`src/rtl/seg_pkg.sv`:
```
// rtl/seg_pkg.sv - shared types and constants for the 7-segment scanner
package seg_pkg;

    localparam logic [3:0] BLANK_CODE = 4'hF;

    typedef enum logic [1:0] {
        ST_OFF   = 2'd0,
        ST_GUARD = 2'd1,
        ST_DRIVE = 2'd2
    } seg_state_e;

endpackage

```
`src/rtl/seg_tick_gen.sv`:
```
// rtl/seg_tick_gen.sv - digit-slot prescaler, counts 0..PRESCALE-1 and flags the last cycle
module seg_tick_gen #(
    parameter int PRESCALE = 50000,
    localparam int CW = (PRESCALE > 1) ? $clog2(PRESCALE) : 1
) (
    input  logic          clk,
    input  logic          reset,
    input  logic          clr,
    output logic [CW-1:0] cnt,
    output logic          tick
);

    logic [CW-1:0] r_cnt;
    logic          w_tick;

    assign w_tick = (r_cnt == CW'(PRESCALE - 1));

    always_ff @(posedge clk) begin
        if (reset || clr || w_tick) begin
            r_cnt <= '0;
        end else begin
            r_cnt <= r_cnt + 1'b1;
        end
    end

    assign cnt  = r_cnt;
    assign tick = w_tick;

endmodule

```
`src/rtl/seg_scan_mux.sv`:
```
// rtl/seg_scan_mux.sv - double-buffered, time-multiplexed scanner for a common-anode 7-segment display
module seg_scan_mux
    import seg_pkg::*;
#(
    parameter int DIGITS   = 4,
    parameter int PRESCALE = 50000,
    parameter int GUARD    = 4,
    parameter int LZ_EN    = 1
) (
    input  logic                  clk,
    input  logic                  reset,
    input  logic                  enable,
    input  logic                  in_valid,
    output logic                  in_ready,
    input  logic [4*DIGITS-1:0]   in_data,
    output logic [3:0]            bcd,
    output logic [DIGITS-1:0]     dig_n,
    output logic                  frame_done
);

    localparam int CW = (PRESCALE > 1) ? $clog2(PRESCALE) : 1;
    localparam int IW = (DIGITS > 1) ? $clog2(DIGITS) : 1;
    localparam logic [IW-1:0] LAST_IDX  = IW'(DIGITS - 1);
    localparam logic [CW-1:0] GUARD_END = CW'(GUARD - 1);

    seg_state_e            r_state;
    seg_state_e            w_state_nxt;
    logic [IW-1:0]         r_idx;
    logic [CW-1:0]         w_cnt;
    logic                  w_tick;
    logic                  w_clr;
    logic                  w_boundary;
    logic                  w_accept;
    logic [4*DIGITS-1:0]   r_pending;
    logic [4*DIGITS-1:0]   r_display;
    logic                  r_pend_vld;
    logic [DIGITS-1:0]     w_nz_from;
    logic                  w_blank;
    logic [3:0]            w_bcd_nxt;
    logic [DIGITS-1:0]     w_dig_n_nxt;
    logic [3:0]            r_bcd;
    logic [DIGITS-1:0]     r_dig_n;
    logic                  r_frame_done;

    assign w_clr = ~enable | (r_state == ST_OFF);

    seg_tick_gen #(.PRESCALE(PRESCALE)) u_tick (
        .clk   (clk),
        .reset (reset),
        .clr   (w_clr),
        .cnt   (w_cnt),
        .tick  (w_tick)
    );

    assign w_boundary = enable & (r_state == ST_DRIVE) & w_tick & (r_idx == LAST_IDX);
    assign in_ready   = ~r_pend_vld & ~reset;
    assign w_accept   = in_valid & in_ready;

    always_ff @(posedge clk) begin
        if (reset) begin
            r_state <= ST_OFF;
        end else begin
            r_state <= w_state_nxt;
        end
    end

    always_comb begin
        w_state_nxt = r_state;
        if (!enable) begin
            w_state_nxt = ST_OFF;
        end else begin
            case (r_state)
                ST_OFF:   w_state_nxt = ST_GUARD;
                ST_GUARD: if (w_cnt == GUARD_END) w_state_nxt = ST_DRIVE;
                ST_DRIVE: if (w_tick) w_state_nxt = ST_GUARD;
                default:  w_state_nxt = ST_OFF;
            endcase
        end
    end

    always_ff @(posedge clk) begin
        if (reset || !enable) begin
            r_idx <= '0;
        end else if (r_state == ST_DRIVE && w_tick) begin
            r_idx <= (r_idx == LAST_IDX) ? '0 : r_idx + 1'b1;
        end
    end

    // Display only changes at a frame boundary so a frame never mixes two values.
    always_ff @(posedge clk) begin
        if (reset) begin
            r_pending  <= '0;
            r_display  <= '0;
            r_pend_vld <= 1'b0;
        end else if (w_boundary && r_pend_vld) begin
            r_display  <= r_pending;
            r_pend_vld <= 1'b0;
        end else if (w_accept) begin
            r_pending  <= in_data;
            r_pend_vld <= 1'b1;
        end
    end

    // w_nz_from[i]: some nibble at position i or above is nonzero.
    always_comb begin
        logic v_acc;
        v_acc     = 1'b0;
        w_nz_from = '0;
        for (int i = DIGITS - 1; i >= 0; i--) begin
            v_acc        = v_acc | (r_display[4*i +: 4] != 4'h0);
            w_nz_from[i] = v_acc;
        end
    end

    always_comb begin
        w_blank     = (LZ_EN != 0) && (r_idx != '0) && !w_nz_from[r_idx];
        w_dig_n_nxt = '1;
        w_bcd_nxt   = BLANK_CODE;
        if (enable && r_state == ST_DRIVE && !w_blank) begin
            w_dig_n_nxt = ~(DIGITS'(1) << r_idx);
            w_bcd_nxt   = r_display[4*r_idx +: 4];
        end
    end

    always_ff @(posedge clk) begin
        if (reset) begin
            r_dig_n      <= '1;
            r_bcd        <= BLANK_CODE;
            r_frame_done <= 1'b0;
        end else begin
            r_dig_n      <= w_dig_n_nxt;
            r_bcd        <= w_bcd_nxt;
            r_frame_done <= w_boundary;
        end
    end

    assign dig_n      = r_dig_n;
    assign bcd        = r_bcd;
    assign frame_done = r_frame_done;

endmodule

```
`config.mk`:
```
export PLATFORM = sky130hd
export DESIGN_NAME = seg_scan_mux
export DESIGN_NICKNAME = d
export VERILOG_FILES = /design/src/rtl/seg_pkg.sv /design/src/rtl/seg_tick_gen.sv /design/src/rtl/seg_scan_mux.sv
export SDC_FILE = /design/constraint.sdc
export NUM_CORES = 1
export LEC_CHECK = 0
export CORE_MARGIN = 4
export CORE_UTILIZATION = 55
export CTS_CLUSTER_DIAMETER = 120
export DETAILED_ROUTE_END_ITERATION = 8
export HOLD_SLACK_MARGIN = 0.02
export PLACE_DENSITY = 0.83
export SYNTH_ARGS = -nofsm -noshare
export SYNTH_HDL_FRONTEND = slang
export SYNTH_SLANG_ARGS = --single-unit
```
`constraint.sdc`:
```
create_clock -name clk -period 2.6 [get_ports clk]
set_input_delay 0.26 -clock clk [delete_from_list [all_inputs] [get_ports clk]]
set_output_delay 0.26 -clock clk [all_outputs]
set_load 0.05 [all_outputs]
```
==> results.cfg, run 1 <==
[timing]
post-route-period-util_pct = 79.0
setup_ws_ns = 0.545
timing.final.max_slew_violations = 0
min_period_ns = 2.06
finalSetupTns_ns = 0
finClkSkew_ns = 0.00871
setup_viol = 0
tightest_slew_ns = 0.533
slew_headroom_pct = 64.3
finalHoldViolCount = 0
rsz0062_at_grt = false
fmax_ghz = 0.487

[global_routing]
grt_max_degree = 35
met3_usage_pct = 4.93
busiest_layer = met2
grt_use_met2_pct = 30.6
groute.usage.overall_pct = 19.1
antenna_found_initial = 0
globalRouteOverflowTotal = 0
grt_util_met1_pct = 23.0
grt_pass1_vias = 2068
grt_pass1_wl_mm = 9.35

[placed_design]
gp_congestion = 0.865
numPortBuffers = 29
dpl_worst_slack_ns = 0.599
dp_hpwl_mm = 3.62
dpl_cell_area_sq_mm = 0.00301

[setup_path]
crit_type = flop to flop
crit_family = flip-flops
start_kind = flop
crit_arrival_ns = 2.26
path_cells = ha_1 > nand4_1 > o21ai_0 > a21oi_1
end_kind = flop
crit_slowest_cell = dfxtp_1
cp_max_fo = 17
cpPeakStageDelay_ns = 0.62
critPathBufInv = 0
critical_path_required_ns = 2.81

[detailed_routing]
drt-total-wl_mm = 5.39
wl_per_cell_microns = 13.5
drc_errors = 0
dr_total_vias = 2199
drt-initial-drc-count = 197
drt.antenna.violating_nets = 0
firstDrtPassIters = 4
viasPerCell = 5.53

[cells_and_area]
final_layout_size_suffix_gt1_share_pct = 11.2
synthToLayoutAreaGrowth_pct = 18.7
fin_area_sq_mm = 0.00322
nets = 351
diodes = 0
layout_commonest_cell = dfxtp_1
mostFrequentLayoutCells = dfxtp_1, o21ai_0, clkdlybuf4s50_1
fin_util_pct = 67.8

[floorplanning]
dieHeight_microns = 78.2
start_util_pct = 57.1
fp.coreArea_sq_mm = 0.00475
die_x_microns = 78.2
die-area_sq_mm = 0.00612
pin_count = 30
rows = 25

[clocking]
numCtsBuffers = 9
postCtsSetupRepairBufs = 0
cts_sinks = 62
clkTransAtPathRegs_ns = 0.07
clockBufferDepth = 2
cts_resized = 0
cts_tree = done
clock-root-buffer = clkbuf_8
cts_htree_levels = 3
hold_buffers = 0
clock_latency_ns = 0.33

[pwr]
power.density_mw_per_mm2 = 616
p_total_mw = 1.99
max-vdd-ir-drop_mv = 0.397
p_leak_nw = 1.07

[logic_synthesis]
synth_cell_types = 35
syn_area_per_cell_sq_um = 8.93
synth-edff-count = 0
synth_ff_type = dfxtp_1
yosys_warnings = 0
ys_seq_area_share_pct = 45.7
syn_inst = 304
syn-num-nets = 329
synth_area_sq_mm = 0.00271
synthArstFlopShare_pct = 0
ys_ff_latch = 62

[worst_hold_path]
hold_path.class = primary input to flop

[job]
maxCapViolCount = 0

[status]
status = completed
==> registers in the layout, summed over array words and instances (netlist names) <==
register,count
r_pending,16
r_idx,2
r_pend_vld,1
bcd,4
r_state,2
dig_n,4
u_tick.cnt,16
frame_done,1
r_display,16
==> metrics by stage <==
step | hold WS (ns) | cells
final | 0.478 | 398
after global routing | 0.477 | 398
after CTS | 0.472 | 398
after detailed placement | 0.463 | 382
after global placement | 0.463 | 382
after floorplan | 0.369 | 304
==> logic make-up after synthesis <==
| family | synth area share, % |
|---|---|
| simple gates | 27.7 |
| xor+xnor | 4.52 |
| buf+inv | 5.44 |
| fa+ha+maj | 2.31 |
| mux | 3.32 |
| compound gates | 11.0 |
| flops | 45.7 |
==> Yosys cell counts, types with 3 or more instances <==
library cell	instances	area share, %
nand3_1	9	1.7
a21oi_1	19	3.5
o21ai_0	35	6.5
nand4_1	25	5.8
dfxtp_1	62	46
inv_1	5	0.69
nor4_1	8	1.8
ha_1	5	2.3
mux4_2	4	3.3
xnor2_1	6	1.9
and4_1	3	0.97
nand2b_1	18	4.1
buf_6	3	1.2
nand2_1	27	3.7
clkbuf_1	16	2.2
nor3_1	4	0.74
and3_1	3	0.69
xor2_1	8	2.6
or4_1	3	0.83
nor2_2	9	2.1
nor2_1	16	2.2
==> layout make-up <==
type | instances | area (sq um)
Sequential cell | 62 | 1240
Fill cell | 376 | 1530
Clock buffer | 12 | 145
Multi-Input combinational cell | 214 | 1330
Tap cell | 67 | 83.8
Timing Repair Buffer | 34 | 338
Inverter | 5 | 18.8
Clock inverter | 4 | 70.1
==> worst reg2reg max path, delay by kind of cell (launching register included) <==
kind / cells / cell delay [ns]
adder cells (fa/ha/maj): 1 / 0.36
AO/OA/AOI/OAI: 2 / 0.49
flip-flops: 1 / 0.62
AND/OR/NAND/NOR: 1 / 0.48
==> per-layer routing <==
metal,routed length (microns),vias up,part of all wire [%]
li1,-,1119,-
met1,2460,1017,46
met2,2590,55,48
met3,252,8,4.7
met4,82,0,1.5
met5,0,-,0
==> report_power, final <==
part	switching (mW)	internal, mW
clock	0.352	0.563
sequential	0.0136	0.970
combinational	0.0384	0.0475
==> final timing paths <==
check | slack [ns] | to | cells past startpoint | startpoint
setup / recovery | 0.54 | r_display[7] | 4 | r_idx[0]
hold / removal | 0.48 | r_pending[8] | 3 | in_data[8]
setup reg to reg | 0.54 | r_display[7] | 4 | r_idx[0]
hold reg to reg | 0.48 | r_display[3] | 2 | r_pending[3]
Note: power is estimated with default switching activity, not from simulation.
==> inputs of run 2 (changes only) <==
--- a/config.mk
+++ b/config.mk
@@ -6,11 +6,11 @@
 export NUM_CORES = 1
 export LEC_CHECK = 0
 export CORE_MARGIN = 4
-export CORE_UTILIZATION = 55
+export CORE_UTILIZATION = 50
 export CTS_CLUSTER_DIAMETER = 120
 export DETAILED_ROUTE_END_ITERATION = 8
 export HOLD_SLACK_MARGIN = 0.02
-export PLACE_DENSITY = 0.83
+export PLACE_DENSITY = 0.8
 export SYNTH_ARGS = -nofsm -noshare
 export SYNTH_HDL_FRONTEND = slang
 export SYNTH_SLANG_ARGS = --single-unit
==> constraint.sdc (replaced) <==
create_clock -name clk -period 1.7 [get_ports clk]
set_input_delay 0.17 -clock clk [delete_from_list [all_inputs] [get_ports clk]]
set_output_delay 0.17 -clock clk [all_outputs]
set_load 0.05 [all_outputs]
==> run 2 against run 1 <==
Via count is 2.8% higher. Design area is 7.4% higher. Non-clock buffer count is 17 higher. Largest cell class unchanged. Largest power group is now clock.
==> results.cfg, run 2 (synthesis results as in run 1) <==
[cells_and_area]
mostFrequentLayoutCells = dfxtp_1, o21ai_0, clkdlybuf4s50_1
layout_commonest_cell = dfxtp_1
final_layout_size_suffix_gt1_share_pct = 18.1
nets = 368
fin_area_sq_mm = 0.00346
synthToLayoutAreaGrowth_pct = 27.5
diodes = 0
layout.cells.non_filler = 418

[status]
status = completed

[floorplanning]
die_x_microns = 81.7
start_util_pct = 52.5
die-area_sq_mm = 0.00667
rows = 26
pin_count = 30
fp.coreArea_sq_mm = 0.00517
dieHeight_microns = 81.7

[setup_path]
path_cells = nand4_1 > or4_1 > xor2_1 > nor2_4
r2r_setup_slack_ns = 0.08
crit_type = flop to flop
rr_worst_depth = 4
cp_max_fo = 7
cpPeakStageDelay_ns = 0.56
r2r_end = u_tick.cnt[11]
crit_arrival_ns = 1.85
crit_family = simple AND/OR/NAND/NOR gates
r2r-start = u_tick.cnt[3]
critPathBufInv = 0
critical_path_required_ns = 1.93
crit_slowest_cell = or4_1
critPathLaunch = u_tick.cnt[3]
end_kind = flop
start_kind = flop

[clocking]
cts_htree_levels = 3
cts_tree = done
cts_sinks = 62
numCtsBuffers = 9
clkTransAtPathRegs_ns = 0.07
clock_latency_ns = 0.34
clockBufferDepth = 2
clock-root-buffer = clkbuf_8

[pwr]
max-vdd-ir-drop_mv = 0.582
power.density_mw_per_mm2 = 929
p_leak_nw = 1.17

[detailed_routing]
drc_errors = 0
dr_total_vias = 2260
drt-total-wl_mm = 5.70
drt-initial-drc-count = 120
drt.antenna.violating_nets = 0
firstDrtPassIters = 4
wl_per_cell_microns = 13.6
viasPerCell = 5.41

[worst_hold_path]
min_path_cells = 3
hold_path.class = primary input to flop
hold-path-endpoint = r_pending[6]
min_from = in_data[6]

[placed_design]
place_inst = 401
dpl_cell_area_sq_mm = 0.00318
dp_hpwl_mm = 3.85
dpl_worst_slack_ns = 0.0842
gp_congestion = 0.820
numPortBuffers = 29

[global_routing]
grt_max_degree = 33
globalRouteOverflowTotal = 0
groute.usage.overall_pct = 18.9
antenna_found_initial = 0
grt_pass1_wl_mm = 9.69
grt_pass1_vias = 2158

[timing]
finClkSkew_ns = 0.00515
slew_headroom_pct = 66.9
tightest_slew_ns = 0.495
setup_viol = 0
timing.final.max_slew_violations = 0
min_period_ns = 1.62
finalHoldViolCount = 0
setup_ws_ns = 0.0828
post-route-period-util_pct = 95.1
fin_hold_ws_ns = 0.382
rsz0062_at_grt = true
fmax_ghz = 0.618

[job]
maxCapViolCount = 0
## run 2: cell count changes in the layout (fill, tap and decap cells not counted), sizes merged
cell | previous run | this run
clkinv | 2 | 0
buf | 6 | 23
clkinvlp | 0 | 2
## run 2: worst max-delay path by stage
| stage | to | slack (ns) | cells after the start |
|---|---|---|---|
| after floorplan | dig_n[1] | 0.002 | 6 |
| after global placement | dig_n[2] | 0.13 | 5 |
| after detailed placement | u_tick.cnt[6] | 0.08 | 4 |
| after CTS | bcd[2] | 0.07 | 1 |
| after global routing | r_idx[0] | -0.07 | 6 |
| final | u_tick.cnt[11] | 0.08 | 4 |
## run 2: power breakdown
group | internal (mW) | switching, mW | leakage (nW) | total (mW)
clock | 0.994 | 0.573 | 0.120 | 1.57
combinational | 0.0807 | 0.0618 | 0.550 | 0.142
sequential | 1.48 | 0.0223 | 0.505 | 1.50
total | 2.56 | 0.657 | 1.17 | 3.21
## run 2: tightest hold or removal path, delay by kind of cell
family                 cells  cell delay (ns)
buffers and inverters      1             0.40
AO/OA/AOI/OAI              1             0.06
AND/OR/NAND/NOR            1             0.05
## run 2: timing repair
item                       in CTS  in global routing
hold buffers                    0                  0
buffers inserted                0                  1
resized for setup               0                  5
setup endpoints to repair       0                  5
## run 2: stage by stage
step / setup TNS (ns) / util [%] / power (mW)
2_1_floorplan: 0 / - / 1.61
3_3_place_gp: 0 / 61.6 / 1.67
3_5_place_dp: 0 / 61.6 / 1.68
4_1_cts: 0 / 66.4 / 3.22
5_1_grt: -0.270 / 66.9 / 3.33
6_report: 0 / 66.9 / 3.21
## run 2: layout make-up
type                            count  area (sq um)
Clock buffer                       12           176
Multi-Input combinational cell    214          1360
Tap cell                           70          87.6
Inverter                            5          18.8
Timing Repair Buffer               51           490
Sequential cell                    62          1250
Fill cell                         423          1710
Clock inverter                      4          75.1
## run 2: layer usage
| layer | part of all wire, % | track usage [%] |
|---|---|---|
| met1 | 46 | 22.8 |
| met2 | 48 | 32.2 |
| met3 | 5.5 | 4.93 |
| met4 | 1.2 | 7.48 |
| met5 | 0 | 0 |
==> inputs of run 3 (changes only) <==
--- a/config.mk
+++ b/config.mk
@@ -10,7 +10,7 @@
 export CTS_CLUSTER_DIAMETER = 120
 export DETAILED_ROUTE_END_ITERATION = 8
 export HOLD_SLACK_MARGIN = 0.02
-export PLACE_DENSITY = 0.8
+export PLACE_DENSITY = 0.75
 export SYNTH_ARGS = -nofsm -noshare
 export SYNTH_HDL_FRONTEND = slang
 export SYNTH_SLANG_ARGS = --single-unit
==> run 3 against run 2 <==
Non-clock buffer count is 1 lower. Worst hold slack better by 0.0064 ns. Via count rose by 0.27%. Total power fell by 15%. Sequential power barely moved. First-iteration DRC count grew 48%. Clock skew increased by 0.00053 ns. Utilization is 1.9 points lower. Wire length fell by 2.5%. Critical path type unchanged. Flip-flop and latch count stayed put.
==> results.cfg, run 3 (synthesis results as in run 1) <==
[status]
status = completed

[detailed_routing]
dr_total_vias = 2266
firstDrtPassIters = 4
drc_errors = 0
wl_per_cell_microns = 13.3
viasPerCell = 5.43
drt.antenna.violating_nets = 0
drt-initial-drc-count = 178
drt-total-wl_mm = 5.56

[floorplanning]
die-area_sq_mm = 0.00667
die_x_microns = 81.7
pin_count = 30
dieHeight_microns = 81.7
rows = 26
fp.coreArea_sq_mm = 0.00517
start_util_pct = 52.5

[cells_and_area]
mostFrequentLayoutCells = dfxtp_1, o21ai_0, clkdlybuf4s50_1
nets = 367
diodes = 0
layout.cells.non_filler = 417
layout_commonest_cell = dfxtp_1
final_layout_size_suffix_gt1_share_pct = 17.3
synthToLayoutAreaGrowth_pct = 23.9

[placed_design]
numPortBuffers = 29
place_inst = 400
gp_congestion = 0.775
dp_hpwl_mm = 4.00
dpl_worst_slack_ns = 0.105

[pwr]
p_leak_nw = 1.13
power.density_mw_per_mm2 = 814
max-vdd-ir-drop_mv = 0.471

[timing]
finalHoldViolCount = 0
setup_ws_ns = 0.0958
fmax_ghz = 0.623
setup_viol = 0
tightest_slew_ns = 0.501
finClkSkew_ns = 0.00568
slew_headroom_pct = 66.5
min_period_ns = 1.60
post-route-period-util_pct = 94.4
timing.final.max_slew_violations = 0

[job]
maxCapViolCount = 0

[clocking]
numCtsBuffers = 9
clockBufferDepth = 2
clock_latency_ns = 0.33
clkTransAtPathRegs_ns = 0.06
clock-root-buffer = clkbuf_8
cts_sinks = 62
cts_htree_levels = 3
cts_tree = done
hold_buffers = 0

[setup_path]
r2r_setup_slack_ns = 0.1
r2r-start = u_tick.cnt[3]
rr_worst_depth = 4
critical_path_required_ns = 1.92
crit_type = flop to flop
crit_arrival_ns = 1.83
end_kind = flop
r2r_end = u_tick.cnt[11]
cp_max_fo = 7
start_kind = flop

[worst_hold_path]
min_path_cells = 3
hold_path.class = primary input to flop
hold-path-endpoint = r_pending[8]
min_from = in_data[8]

[global_routing]
antenna_found_initial = 0
groute.usage.overall_pct = 19.2
globalRouteOverflowTotal = 0
grt_pass1_wl_mm = 9.83
grt_pass1_vias = 2165
grt_max_degree = 34
-- run 3: where the power goes --
group	leakage (nW)	switching [mW]	total [mW]	internal [mW]
logic	0.541	0.0607	0.139	0.0782
clock network	0.0861	0.532	1.09	0.561
registers	0.504	0.0216	1.51	1.48
-- run 3: worst max path at each step --
| stage | from | end | depth (start not counted) |
|---|---|---|---|
| finish | u_tick.cnt[3] | u_tick.cnt[11] | 4 |
| floorplan | r_idx[0] | dig_n[1] | 6 |
| CTS | bcd[3] | bcd[3] | 1 |
| global route | u_tick.cnt[1] | r_display[5] | 6 |
| global placement | u_tick.cnt[3] | u_tick.cnt[11] | 4 |
| detailed placement | reset | u_tick.cnt[5] | 4 |
-- run 3: metrics by stage --
stage          hold WS, ns  instance area (sq um)    TNS (ns)  util, %  power (mW)
3_5_place_dp         0.441                   3180           0     61.4        1.68
3_3_place_gp         0.434                   3180           0     61.4        1.67
5_1_grt              0.375                   3360  -0.0000904     65.0        2.85
6_report             0.388                   3360           0     65.0        2.74
4_1_cts              0.374                   3340           0     64.7        2.77
2_1_floorplan        0.279                   2750           0        -        1.61
-- run 3: layout make-up --
class | count | area (sq um)
Inverter | 5 | 18.8
Sequential cell | 62 | 1250
Fill cell | 461 | 1810
Clock inverter | 4 | 22.5
Timing Repair Buffer | 50 | 483
Tap cell | 70 | 87.6
Clock buffer | 12 | 145
Multi-Input combinational cell | 214 | 1360
-- run 3: repair_timing --
action / 4_1_cts / 5_1_grt
buffers inserted: 0 / 1
endpoints found under the setup margin: 0 / 8
gates resized for setup: 0 / 3
-- run 3: worst max-delay path, stage by stage (launching register included) --
cell,delay (ns)
dfxtp_1,0.45
nand4_1,0.21
or4_1,0.56
xor2_1,0.24
nor2_4,0.04
-- run 3: metal layers --
metal | routed length (microns) | track usage, % | part of all wire (%) | up-vias
li1 | - | - | - | 1156
met1 | 2510 | 23.8 | 45 | 1041
met2 | 2650 | 30.5 | 48 | 60
met3 | 313 | 6.47 | 5.6 | 9
met4 | 79 | 7.81 | 1.4 | 0
met5 | 0 | 0 | 0 | -
